## src/rtl/l2_dir_if.sv

```systemverilog
// rtl/l2_dir_if.sv - l2_dir L1.5-facing message bundle plus shared message/MESI encodings
// Stats outputs exist only when DIR_STATS_EN is defined.
`ifndef L2_DIR_DEFS_SVH
`define L2_DIR_DEFS_SVH
`define MSG_WIDTH  4
`define TAG_WIDTH  8
`define DATA_WIDTH 8
`define MESI_WIDTH 2
`define MSG_TYPE_EMPTY        4'd0
`define MSG_TYPE_LOAD_REQ     4'd1
`define MSG_TYPE_STORE_REQ    4'd2
`define MSG_TYPE_DATA_ACK     4'd3
`define MSG_TYPE_WB_REQ       4'd4
`define MSG_TYPE_INV_FWD      4'd5
`define MSG_TYPE_LOAD_FWD     4'd6
`define MSG_TYPE_STORE_FWD    4'd7
`define MSG_TYPE_INV_FWDACK   4'd8
`define MSG_TYPE_LOAD_FWDACK  4'd9
`define MSG_TYPE_STORE_FWDACK 4'd10
`define MESI_I 2'd0
`define MESI_S 2'd1
`define MESI_E 2'd2
`define MESI_M 2'd3
`endif

interface l2_dir_if;
  logic [`MSG_WIDTH-1:0]  msg1_type_0, msg1_type_1, msg3_type_0, msg3_type_1;
  logic [`TAG_WIDTH-1:0]  msg1_tag_0, msg1_tag_1, msg3_tag_0, msg3_tag_1;
  logic [`DATA_WIDTH-1:0] msg1_data_0, msg1_data_1, msg3_data_0, msg3_data_1;
  logic [`MSG_WIDTH-1:0]  msg2_type_0, msg2_type_1;
  logic [`DATA_WIDTH-1:0] msg2_data_0, msg2_data_1;
  logic [`TAG_WIDTH-1:0]  msg2_tag_0, msg2_tag_1;
  logic [`MESI_WIDTH-1:0] mesi_send_0, mesi_send_1;
  logic                   proto_err;
`ifdef DIR_STATS_EN
  logic [15:0]            req_cnt, fwd_cnt;
`endif

  modport master (
    output msg1_type_0, msg1_type_1, msg1_tag_0, msg1_tag_1, msg1_data_0, msg1_data_1,
    output msg3_type_0, msg3_type_1, msg3_tag_0, msg3_tag_1, msg3_data_0, msg3_data_1,
    input  msg2_type_0, msg2_type_1, msg2_data_0, msg2_data_1, msg2_tag_0, msg2_tag_1,
    input  mesi_send_0, mesi_send_1,
`ifdef DIR_STATS_EN
    input  req_cnt, fwd_cnt,
`endif
    input  proto_err
  );

  modport slave (
    input  msg1_type_0, msg1_type_1, msg1_tag_0, msg1_tag_1, msg1_data_0, msg1_data_1,
    input  msg3_type_0, msg3_type_1, msg3_tag_0, msg3_tag_1, msg3_data_0, msg3_data_1,
    output msg2_type_0, msg2_type_1, msg2_data_0, msg2_data_1, msg2_tag_0, msg2_tag_1,
    output mesi_send_0, mesi_send_1,
`ifdef DIR_STATS_EN
    output req_cnt, fwd_cnt,
`endif
    output proto_err
  );
endinterface

```

## src/rtl/l2_dir.sv

```systemverilog
// rtl/l2_dir.sv - shared L2/directory for two single-line L1.5 caches with shadow MESI tags
// Optional DIR_STATS_EN adds saturating req_cnt/fwd_cnt outputs.
module l2_dir #(
  parameter int MEM_AW = 4,
  parameter int NCORE  = 2
) (
  input logic   clk,
  input logic   rst,
  l2_dir_if.slave bus
);
  typedef enum logic [2:0] {S_IDLE, S_LOOKUP, S_WAIT_ACK, S_GRANT, S_RESP} state_t;
  localparam int DEPTH = 1 << MEM_AW;

  logic [`MSG_WIDTH-1:0]  msg1_type [2], msg3_type [2];
  logic [`TAG_WIDTH-1:0]  msg1_tag [2];
  logic [`DATA_WIDTH-1:0] msg3_data [2];
  assign msg1_type[0] = bus.msg1_type_0;  assign msg1_type[1] = bus.msg1_type_1;
  assign msg3_type[0] = bus.msg3_type_0;  assign msg3_type[1] = bus.msg3_type_1;
  assign msg1_tag[0]  = bus.msg1_tag_0;   assign msg1_tag[1]  = bus.msg1_tag_1;
  assign msg3_data[0] = bus.msg3_data_0;  assign msg3_data[1] = bus.msg3_data_1;

  logic unused_ok;
  assign unused_ok = ^{bus.msg1_data_0, bus.msg1_data_1, bus.msg3_tag_0, bus.msg3_tag_1, 32'(NCORE)};

  state_t                 state_q, state_d;
  logic                   req_q, req_d, last_q, last_d, store_q, store_d, first_q, first_d;
  logic [`TAG_WIDTH-1:0]  tag_q, tag_d;
  logic [`MSG_WIDTH-1:0]  ack_type_q, ack_type_d;
  logic [`MESI_WIDTH-1:0] peer_nxt_q, peer_nxt_d;
  logic [`MESI_WIDTH-1:0] shadow_q [2], shadow_d [2];
  logic [`TAG_WIDTH-1:0]  shadow_tag_q [2], shadow_tag_d [2];
  logic [1:0]             wb_cons_q, wb_cons_d, ack_cons_q, ack_cons_d;
  logic [`DATA_WIDTH-1:0] mem_q [DEPTH], mem_d [DEPTH];
  logic [`MSG_WIDTH-1:0]  msg2_type_q [2], msg2_type_d [2];
  logic [`DATA_WIDTH-1:0] msg2_data_q [2], msg2_data_d [2];
  logic [`TAG_WIDTH-1:0]  msg2_tag_q [2], msg2_tag_d [2];
  logic [`MESI_WIDTH-1:0] mesi_q [2], mesi_d [2];
  logic                   proto_err_q, proto_err_d;
  logic                   pend0, pend1, sel, o, fwd_sent, ack_sent;
  logic [`MSG_WIDTH-1:0]  fwd;
  logic [`MESI_WIDTH-1:0] nxt;

  always_comb begin
    state_d = state_q;  req_d = req_q;  last_d = last_q;  store_d = store_q;
    first_d = first_q;  tag_d = tag_q;  ack_type_d = ack_type_q;  peer_nxt_d = peer_nxt_q;
    shadow_d = shadow_q;  shadow_tag_d = shadow_tag_q;  mem_d = mem_q;
    wb_cons_d = wb_cons_q;  ack_cons_d = ack_cons_q;  proto_err_d = proto_err_q;
    for (int i = 0; i < 2; i++) begin
      msg2_type_d[i] = `MSG_TYPE_EMPTY;
      msg2_data_d[i] = '0;
      msg2_tag_d[i]  = '0;
      mesi_d[i]      = `MESI_I;
    end
    pend0 = (msg1_type[0] == `MSG_TYPE_LOAD_REQ) || (msg1_type[0] == `MSG_TYPE_STORE_REQ);
    pend1 = (msg1_type[1] == `MSG_TYPE_LOAD_REQ) || (msg1_type[1] == `MSG_TYPE_STORE_REQ);
    sel = (pend0 && pend1) ? ~last_q : pend1;
    o = ~req_q;
    fwd = `MSG_TYPE_EMPTY;
    nxt = shadow_q[o];
    fwd_sent = 1'b0;
    ack_sent = 1'b0;
    case (state_q)
      S_IDLE: if (pend0 || pend1) begin
        req_d   = sel;
        tag_d   = msg1_tag[sel];
        store_d = (msg1_type[sel] == `MSG_TYPE_STORE_REQ);
        state_d = S_LOOKUP;
      end
      S_LOOKUP: begin
        // A dirty line being replaced must arrive as WB_REQ alongside the new request.
        if (shadow_q[req_q] == `MESI_M && shadow_tag_q[req_q] != tag_q) begin
          if (msg3_type[req_q] != `MSG_TYPE_WB_REQ) proto_err_d = 1'b1;
          else if (!wb_cons_q[req_q]) begin
            mem_d[shadow_tag_q[req_q][MEM_AW-1:0]] = msg3_data[req_q];
            wb_cons_d[req_q] = 1'b1;
          end
        end
        if (shadow_tag_q[o] == tag_q && shadow_q[o] != `MESI_I) begin
          if (shadow_q[o] == `MESI_M) begin
            fwd = `MSG_TYPE_STORE_FWD;  nxt = `MESI_I;
          end else if (store_q) begin
            fwd = `MSG_TYPE_INV_FWD;  nxt = `MESI_I;
          end else if (shadow_q[o] == `MESI_E) begin
            fwd = `MSG_TYPE_LOAD_FWD;  nxt = `MESI_S;
          end
        end
        if (fwd != `MSG_TYPE_EMPTY) begin
          msg2_type_d[o] = fwd;
          msg2_tag_d[o]  = tag_q;
          ack_cons_d[o]  = 1'b0;
          ack_type_d     = fwd + 4'd3;
          peer_nxt_d     = nxt;
          first_d        = 1'b1;
          fwd_sent       = 1'b1;
          state_d        = S_WAIT_ACK;
        end else begin
          state_d = S_GRANT;
        end
      end
      S_WAIT_ACK: begin
        // msg3 of the peer is stale during the cycle the forward is visible.
        if (first_q) first_d = 1'b0;
        else if (msg3_type[o] == ack_type_q && !ack_cons_q[o]) begin
          ack_cons_d[o] = 1'b1;
          shadow_d[o]   = peer_nxt_q;
          if (ack_type_q == `MSG_TYPE_STORE_FWDACK) mem_d[tag_q[MEM_AW-1:0]] = msg3_data[o];
          state_d = S_GRANT;
        end
      end
      S_GRANT: begin
        msg2_type_d[req_q] = `MSG_TYPE_DATA_ACK;
        msg2_data_d[req_q] = mem_q[tag_q[MEM_AW-1:0]];
        msg2_tag_d[req_q]  = tag_q;
        if (store_q) mesi_d[req_q] = `MESI_M;
        else if (shadow_q[o] == `MESI_S && shadow_tag_q[o] == tag_q) mesi_d[req_q] = `MESI_S;
        else mesi_d[req_q] = `MESI_E;
        state_d = S_RESP;
      end
      S_RESP: begin
        shadow_d[req_q]     = mesi_q[req_q];
        shadow_tag_d[req_q] = tag_q;
        wb_cons_d[req_q]    = 1'b0;
        ack_cons_d[req_q]   = 1'b0;
        last_d              = req_q;
        ack_sent            = 1'b1;
        state_d             = S_IDLE;
      end
      default: state_d = S_IDLE;
    endcase
  end

  always_ff @(posedge clk or posedge rst) begin
    if (rst) begin
      state_q <= S_IDLE;  req_q <= 1'b0;  last_q <= 1'b0;  store_q <= 1'b0;  first_q <= 1'b0;
      tag_q <= '0;  ack_type_q <= '0;  peer_nxt_q <= `MESI_I;
      wb_cons_q <= '0;  ack_cons_q <= '0;  proto_err_q <= 1'b0;
      for (int i = 0; i < 2; i++) begin
        shadow_q[i] <= `MESI_I;  shadow_tag_q[i] <= '0;
        msg2_type_q[i] <= `MSG_TYPE_EMPTY;  msg2_data_q[i] <= '0;
        msg2_tag_q[i] <= '0;  mesi_q[i] <= `MESI_I;
      end
      for (int i = 0; i < DEPTH; i++) mem_q[i] <= '0;
    end else begin
      state_q <= state_d;  req_q <= req_d;  last_q <= last_d;  store_q <= store_d;  first_q <= first_d;
      tag_q <= tag_d;  ack_type_q <= ack_type_d;  peer_nxt_q <= peer_nxt_d;
      wb_cons_q <= wb_cons_d;  ack_cons_q <= ack_cons_d;  proto_err_q <= proto_err_d;
      shadow_q <= shadow_d;  shadow_tag_q <= shadow_tag_d;  mem_q <= mem_d;
      msg2_type_q <= msg2_type_d;  msg2_data_q <= msg2_data_d;
      msg2_tag_q <= msg2_tag_d;  mesi_q <= mesi_d;
    end
  end

  assign bus.msg2_type_0 = msg2_type_q[0];  assign bus.msg2_type_1 = msg2_type_q[1];
  assign bus.msg2_data_0 = msg2_data_q[0];  assign bus.msg2_data_1 = msg2_data_q[1];
  assign bus.msg2_tag_0  = msg2_tag_q[0];   assign bus.msg2_tag_1  = msg2_tag_q[1];
  assign bus.mesi_send_0 = mesi_q[0];       assign bus.mesi_send_1 = mesi_q[1];
  assign bus.proto_err   = proto_err_q;

`ifdef DIR_STATS_EN
  logic [15:0] req_cnt_q, req_cnt_d, fwd_cnt_q, fwd_cnt_d;
  always_comb begin
    req_cnt_d = req_cnt_q;
    fwd_cnt_d = fwd_cnt_q;
    if (ack_sent && req_cnt_q != 16'hFFFF) req_cnt_d = req_cnt_q + 16'd1;
    if (fwd_sent && fwd_cnt_q != 16'hFFFF) fwd_cnt_d = fwd_cnt_q + 16'd1;
  end
  always_ff @(posedge clk or posedge rst) begin
    if (rst) begin
      req_cnt_q <= '0;
      fwd_cnt_q <= '0;
    end else begin
      req_cnt_q <= req_cnt_d;
      fwd_cnt_q <= fwd_cnt_d;
    end
  end
  assign bus.req_cnt = req_cnt_q;
  assign bus.fwd_cnt = fwd_cnt_q;
`else
  logic unused_stats;
  assign unused_stats = fwd_sent ^ ack_sent;
`endif
endmodule

```

## src/flat_wrapper.sv

```systemverilog
// flat-port wrapper written by rule: the top's interface ports become plain ports
module l2_dir_flat 
#(
  parameter int MEM_AW = 4,
  parameter int NCORE  = 2
)
  (clk, rst, bus_msg1_type_0, bus_msg1_type_1, bus_msg1_tag_0, bus_msg1_tag_1, bus_msg1_data_0, bus_msg1_data_1, bus_msg3_type_0, bus_msg3_type_1, bus_msg3_tag_0, bus_msg3_tag_1, bus_msg3_data_0, bus_msg3_data_1, bus_msg2_type_0, bus_msg2_type_1, bus_msg2_data_0, bus_msg2_data_1, bus_msg2_tag_0, bus_msg2_tag_1, bus_mesi_send_0, bus_mesi_send_1, bus_proto_err);
  l2_dir_if bus_i ();
  input logic clk;
  input logic rst;
  input wire logic [$bits(bus_i.msg1_type_0)-1:0] bus_msg1_type_0;
  input wire logic [$bits(bus_i.msg1_type_1)-1:0] bus_msg1_type_1;
  input wire logic [$bits(bus_i.msg1_tag_0)-1:0] bus_msg1_tag_0;
  input wire logic [$bits(bus_i.msg1_tag_1)-1:0] bus_msg1_tag_1;
  input wire logic [$bits(bus_i.msg1_data_0)-1:0] bus_msg1_data_0;
  input wire logic [$bits(bus_i.msg1_data_1)-1:0] bus_msg1_data_1;
  input wire logic [$bits(bus_i.msg3_type_0)-1:0] bus_msg3_type_0;
  input wire logic [$bits(bus_i.msg3_type_1)-1:0] bus_msg3_type_1;
  input wire logic [$bits(bus_i.msg3_tag_0)-1:0] bus_msg3_tag_0;
  input wire logic [$bits(bus_i.msg3_tag_1)-1:0] bus_msg3_tag_1;
  input wire logic [$bits(bus_i.msg3_data_0)-1:0] bus_msg3_data_0;
  input wire logic [$bits(bus_i.msg3_data_1)-1:0] bus_msg3_data_1;
  output wire logic [$bits(bus_i.msg2_type_0)-1:0] bus_msg2_type_0;
  output wire logic [$bits(bus_i.msg2_type_1)-1:0] bus_msg2_type_1;
  output wire logic [$bits(bus_i.msg2_data_0)-1:0] bus_msg2_data_0;
  output wire logic [$bits(bus_i.msg2_data_1)-1:0] bus_msg2_data_1;
  output wire logic [$bits(bus_i.msg2_tag_0)-1:0] bus_msg2_tag_0;
  output wire logic [$bits(bus_i.msg2_tag_1)-1:0] bus_msg2_tag_1;
  output wire logic [$bits(bus_i.mesi_send_0)-1:0] bus_mesi_send_0;
  output wire logic [$bits(bus_i.mesi_send_1)-1:0] bus_mesi_send_1;
  output wire logic [$bits(bus_i.proto_err)-1:0] bus_proto_err;
  assign bus_i.msg1_type_0 = bus_msg1_type_0;
  assign bus_i.msg1_type_1 = bus_msg1_type_1;
  assign bus_i.msg1_tag_0 = bus_msg1_tag_0;
  assign bus_i.msg1_tag_1 = bus_msg1_tag_1;
  assign bus_i.msg1_data_0 = bus_msg1_data_0;
  assign bus_i.msg1_data_1 = bus_msg1_data_1;
  assign bus_i.msg3_type_0 = bus_msg3_type_0;
  assign bus_i.msg3_type_1 = bus_msg3_type_1;
  assign bus_i.msg3_tag_0 = bus_msg3_tag_0;
  assign bus_i.msg3_tag_1 = bus_msg3_tag_1;
  assign bus_i.msg3_data_0 = bus_msg3_data_0;
  assign bus_i.msg3_data_1 = bus_msg3_data_1;
  assign bus_msg2_type_0 = bus_i.msg2_type_0;
  assign bus_msg2_type_1 = bus_i.msg2_type_1;
  assign bus_msg2_data_0 = bus_i.msg2_data_0;
  assign bus_msg2_data_1 = bus_i.msg2_data_1;
  assign bus_msg2_tag_0 = bus_i.msg2_tag_0;
  assign bus_msg2_tag_1 = bus_i.msg2_tag_1;
  assign bus_mesi_send_0 = bus_i.mesi_send_0;
  assign bus_mesi_send_1 = bus_i.mesi_send_1;
  assign bus_proto_err = bus_i.proto_err;
  l2_dir #(.MEM_AW(MEM_AW), .NCORE(NCORE)) u_core (.clk(clk), .rst(rst), .bus(bus_i));
endmodule
```

## config.mk

```make
export PLATFORM = sky130hd
export DESIGN_NAME = l2_dir_flat
export DESIGN_NICKNAME = d
export VERILOG_FILES = /design/src/rtl/l2_dir_if.sv /design/src/rtl/l2_dir.sv /design/src/flat_wrapper.sv
export SDC_FILE = /design/constraint.sdc
export NUM_CORES = 1
export LEC_CHECK = 0
export ABC_AREA = 0
export CORE_MARGIN = 8
export CORE_UTILIZATION = 57
export CTS_CLUSTER_SIZE = 28
export DETAILED_ROUTE_END_ITERATION = 10
export HOLD_SLACK_MARGIN = 0.15
export PLACE_DENSITY_LB_ADDON = 0.05
export SETUP_SLACK_MARGIN = 0.5
export SLEW_MARGIN = 5
export SYNTH_ARGS = -nofsm -noshare
export SYNTH_HDL_FRONTEND = slang
export SYNTH_SLANG_ARGS = --single-unit
```

## constraint.sdc

```tcl
create_clock -name clk -period 9.1 [get_ports clk]
set_input_delay 1.365 -clock clk [delete_from_list [all_inputs] [get_ports clk]]
set_output_delay 1.365 -clock clk [all_outputs]
set_load 0.01 [all_outputs]
```

## After elaboration in Yosys (flattened, before gate mapping)

Cells that the tools add are included.

- $add $sub $neg: 1
- Order comparisons: 13
- Equality and inequality tests: 26
- Multiplexer cells: 108
- Bitwise operators: 18
- Reduce and logical (&&, ||, !) cells: 31

Operators with widths:

| cell | count |
|---|---|
| $mux W128 | 6 |
| $bwmux W128 | 2 |
| $pmux W128 S2 | 1 |
| $mux W8 | 22 |
| $mux W4 | 20 |
| $demux W8 S4 | 2 |
| $and A16 B16 Y16 | 3 |
| $mux W2 | 21 |
| $bmux W8 S4 | 1 |
| $mux W16 | 2 |
| $pmux W16 S2 | 1 |
| $bwmux W16 | 1 |
| $demux W8 S1 | 2 |
| $pmux W8 S2 | 1 |
| $eq A4 B2 Y1 const B | 3 |
| $mux W3 | 4 |
| $pmux W3 S4 | 1 |
| $logic_and A1 B1 Y1 | 11 |
| $ge A5 B5 Y1 const B | 2 |
| $lt A5 B1 Y1 const B | 2 |
| $ne A2 B1 Y1 const B | 5 |
| $not A4 Y5 | 2 |
| $mux W1 | 9 |
| $reduce_and A3 Y1 | 3 |
| other kinds (40) | 70 |

- Register bits after elaboration: 218
- Bits of input ports: 82
- Output and inout bits: 45
- Logic and storage cells: 236

## Longest topological paths before layout

- Word-level depth: 14
- Mapped depth: 15

## Worst setup path before layout

No wires, ideal clock.

- Kind: reg2reg
- Start: register u_core.req_q
- End: register u_core.msg2_type_q, in the netlist u_core.bus.msg2_type_1[1]
- Library setup time: 78 ps
- Data arrival time: 3385 ps
- Required time: 9022 ps
- Setup slack: 5637 ps
- Cell stages (with the launch flop): 15
- Buffers on the path: 4
- Clock period less this slack: 3463 ps
- Cells stage by stage: dfrtp_1 -> buf_6 -> buf_12 -> buf_8 -> mux2i_1 -> xnor2_1 -> nor4_2 -> nand2_2 -> or3_4 -> ha_1 -> ha_1 -> or2_2 -> clkbuf_1 -> o21ai_0 -> a21boi_1

RTL lines:

| item | line | source |
|---|---|---|
| from (decl) | l2_dir.sv:26 | `logic req_q, req_d, last_q, last_d, store_q, store_d, first_q, first_d;` |
| from (signal assigned) | l2_dir.sv:144 | `state_q <= state_d; req_q <= req_d; last_q <= last_d; store_q <= store_d; first_q <= first_d;` |
| to (signal assigned) | l2_dir.sv:148 | `msg2_type_q <= msg2_type_d; msg2_data_q <= msg2_data_d;` |
| to (decl) | l2_dir.sv:34 | `` logic [`MSG_WIDTH-1:0] msg2_type_q [2], msg2_type_d [2]; `` |

==> results_dict.tcl <==
set metrics [dict create \
    clock.fmax_mhz 225 \
    ant_nets 0 \
    cts_tree "yes" \
    yosysSeqAreaShare_pct 45.7 \
    vias_per_cell 6.40 \
    cp_slowest_cell "buf_4" \
    dp_hpwl_mm 21.1 \
    p_leak_uw 0.00567 \
    rsz0062_at_grt "false" \
    synth_top_area_share_pct 45.7 \
    yosysUniqueCellTypes 63 \
    hold_viol_final 0 \
    crit_chain "buf_4 > mux2i_1 > xnor2_1 > nor4_2 > nand2_2 > or3_4 > ha_1 > ha_1 > nor2_1 > a21oi_1 > a21oi_1" \
    placed_area_mm2 0.0129 \
    start_util_pct 58.3 \
    endpoint_kind "flop" \
    synth_area_leaders "dfrtp_1 46%, o21ai_0 7.8%, mux4_2 7.6%, o22ai_1 6.9%, inv_1 4.3%" \
    cts_root_buf "clkbuf_16" \
    hold_class "reg -> reg" \
    synth_edf_count 0 \
    setup_violations 0 \
    post-cts-setup-buffer-count 0 \
    cp_max_fo 66 \
    clock_latency_ps 530 \
    min_delay_path_depth 1 \
    max_cap_violations 0 \
    regToRegSetupSlack_ps 4650 \
    synthCells 1212 \
    post-route-drc-count 0 \
    arrival_ps 4880 \
    synth_seq_cells 216 \
    slew_headroom_pct 17.3 \
    syn_avg_cell_area_um2 9.76 \
    syn-cell-area_mm2 0.0118 \
    core-area_mm2 0.0203 \
    n_fill_cell 1629 \
    status "completed" \
    seq_area_mm2 0.00541 \
    io_pins 127 \
    finish.utilization_pct 67.5 \
    worstMarginPinSlew_ps 1220 \
    layout-drive-gt1-share_pct 12.8 \
    multiInputGateArea_mm2 0.00555 \
    port_buffers 92 \
    vias 9899 \
    drt-total-wl_mm 34.5 \
    grt_max_degree 147 \
    die_height_um 160 \
    fin_tns_setup_ps 0 \
    yosysWarningCount 0 \
    worstPathRequired_ps 9530 \
    reg2reg_depth 11 \
    cts_buffers 25 \
    grt_pass1_wl_mm 54.9 \
    reg2reg_to "u_core.bus.msg2_type_0[1]" \
    crit_path_start "u_core.req_q" \
    dr.pass1.iters 5 \
    num-nets-final 1343 \
    final_common_cell "dfrtp_1" \
    p_per_area_mw_per_mm2 267 \
    antenna_found_initial 2 \
    overflow 0 \
    grt_usage_pct 26.5 \
    rr_startpoint "u_core.req_q" \
    ctsResizeCount 0 \
    clockBufferDepth 3 \
    htreeDepth 1 \
    ys.flop_type "dfrtp_1" \
    period_needed_ps 4450 \
    worst_clock_skew_ps 23.7 \
    worst_setup_path_start_kind "flop" \
    num_antenna_cells 0 \
    ctsHoldBuffers 0 \
    first_iter_violations 1137 \
    ir_drop_mv 0.200 \
    dpl_worst_slack_ps 4730 \
    first_global_vias 9903 \
    finalInstanceArea_mm2 0.0137 \
    async_reset_ff_share_pct 100 \
    fin_ws_ps 4650 \
    clkTransAtPathRegs_ps 60 \
    period_share_pct 48.9 \
    gp_congestion 0.850 \
    netlist.top_cell.by_area "dfrtp_1" \
    wl_per_cell_um 22.3 \
    slowest_delay_ps 740 \
    clock_sinks 216 \
    holdPathEnd "u_core.bus.proto_err" \
    die-width_um 160 \
    crit_type "reg -> reg" \
    drv_slew 0 \
    die-area_mm2 0.0256 \
    layout_common_cells "213 x dfrtp_1, 185 x o21ai_0, 135 x inv_1" \
    whs_ps 485 \
    area_growth_syn_to_layout_pct 15.8 \
    min-delay-start "u_core.bus.proto_err" \
    num_rows 52 \
]
[where the power goes]
group	switching, uW	internal [uW]
Combinational	784	543
Sequential	173	1130
Clock	407	625
Total	1360	2290
[layout make-up]
class	instances	share of cell area [%]
well taps	270	2.46
multi-input cells	770	40.5
flip-flops and latches	216	39.5
inverters	136	3.78
repair buffers	108	7.59
clock buffers	36	5.45
clock inverters	10	0.757
[sequential cells by signal (all words and copies together) (netlist names), named ones only]
signal / cells
u_core.bus.msg2_tag_1: 8
u_core.last_q: 1
u_core.mem_q: 128
u_core.req_q: 1
u_core.bus.msg2_data_1: 8
u_core.bus.msg2_tag_0: 8
u_core.shadow_tag_q: 16
u_core.ack_type_q: 4
u_core.bus.msg2_type_1: 3
u_core.bus.mesi_send_0: 2
u_core.store_q: 1
u_core.state_q: 3
u_core.shadow_q: 4
u_core.tag_q: 8
u_core.peer_nxt_q: 2
u_core.bus.mesi_send_1: 2
u_core.ack_cons_q: 2
u_core.bus.msg2_type_0: 3
u_core.first_q: 1
u_core.bus.proto_err: 1
u_core.bus.msg2_data_0: 8
[per-layer routing]
layer	up-vias	wire length, um	GRT usage [%]	share of wire [%]
li1	4465	-	-	-
met1	4849	14200	35.6	41
met2	485	15500	40.3	45
met3	96	3390	7.30	9.8
met4	4	1360	10.1	3.9
met5	-	28	0	0.081
[critical path: cells and delay by family, from the launching register on]
kind,cells,cell delay [ps]
AND/OR/NAND/NOR,4,1460
AO/OA/AOI/OAI,2,750
buffers and inverters,1,740
flip-flops,1,480
adder cells (fa/ha/maj),2,450
multiplexers,1,310
XOR/XNOR,1,110
[synthesized netlist by cell type, drive strengths merged (16+ instances only)]
| master | instances |
|---|---|
| nor2 | 17 |
| nand2 | 55 |
| o22ai | 131 |
| xnor2 | 22 |
| a22oi | 17 |
| clkbuf | 64 |
| mux2i | 45 |
| buf | 27 |
| and2 | 19 |
| mux4 | 40 |
| o21ai | 280 |
| inv | 136 |
| dfrtp | 216 |
| mux2 | 20 |
| nor2b | 20 |
| nand3 | 16 |
[metrics by stage]
step,std cells,power [uW]
after floorplan,1213,2220
after global placement,1500,2590
after detailed placement,1500,2620
after CTS,1546,3650
after global routing,1546,3820
final,1546,3660
[cells by family (layout without fill, tap and decap cells)]
kind of cell	Yosys count	in the layout	synth area share, %
muxes	105	105	13.4
other	1	2	0.0317
DFF	216	216	45.7
buffers and inverters	227	290	7.82
and+or+nand+nor	174	174	7.95
adders and majority gates	4	4	0.423
AOI/OAI and AO/OA	463	463	23.1
xor gates and xnor gates	22	22	1.63
[worst max-delay path by stage]
stage                                       endpoint  cells past startpoint
after floorplan           asynchronous set/reset pin                      1
after global placement     u_core.bus.msg2_type_0[1]                     11
after detailed placement   u_core.bus.msg2_type_0[1]                     11
after CTS                  u_core.bus.msg2_type_0[1]                     11
after global routing       u_core.bus.msg2_type_0[1]                     11
final                      u_core.bus.msg2_type_0[1]                     11
(Power assumes the default switching activity.)
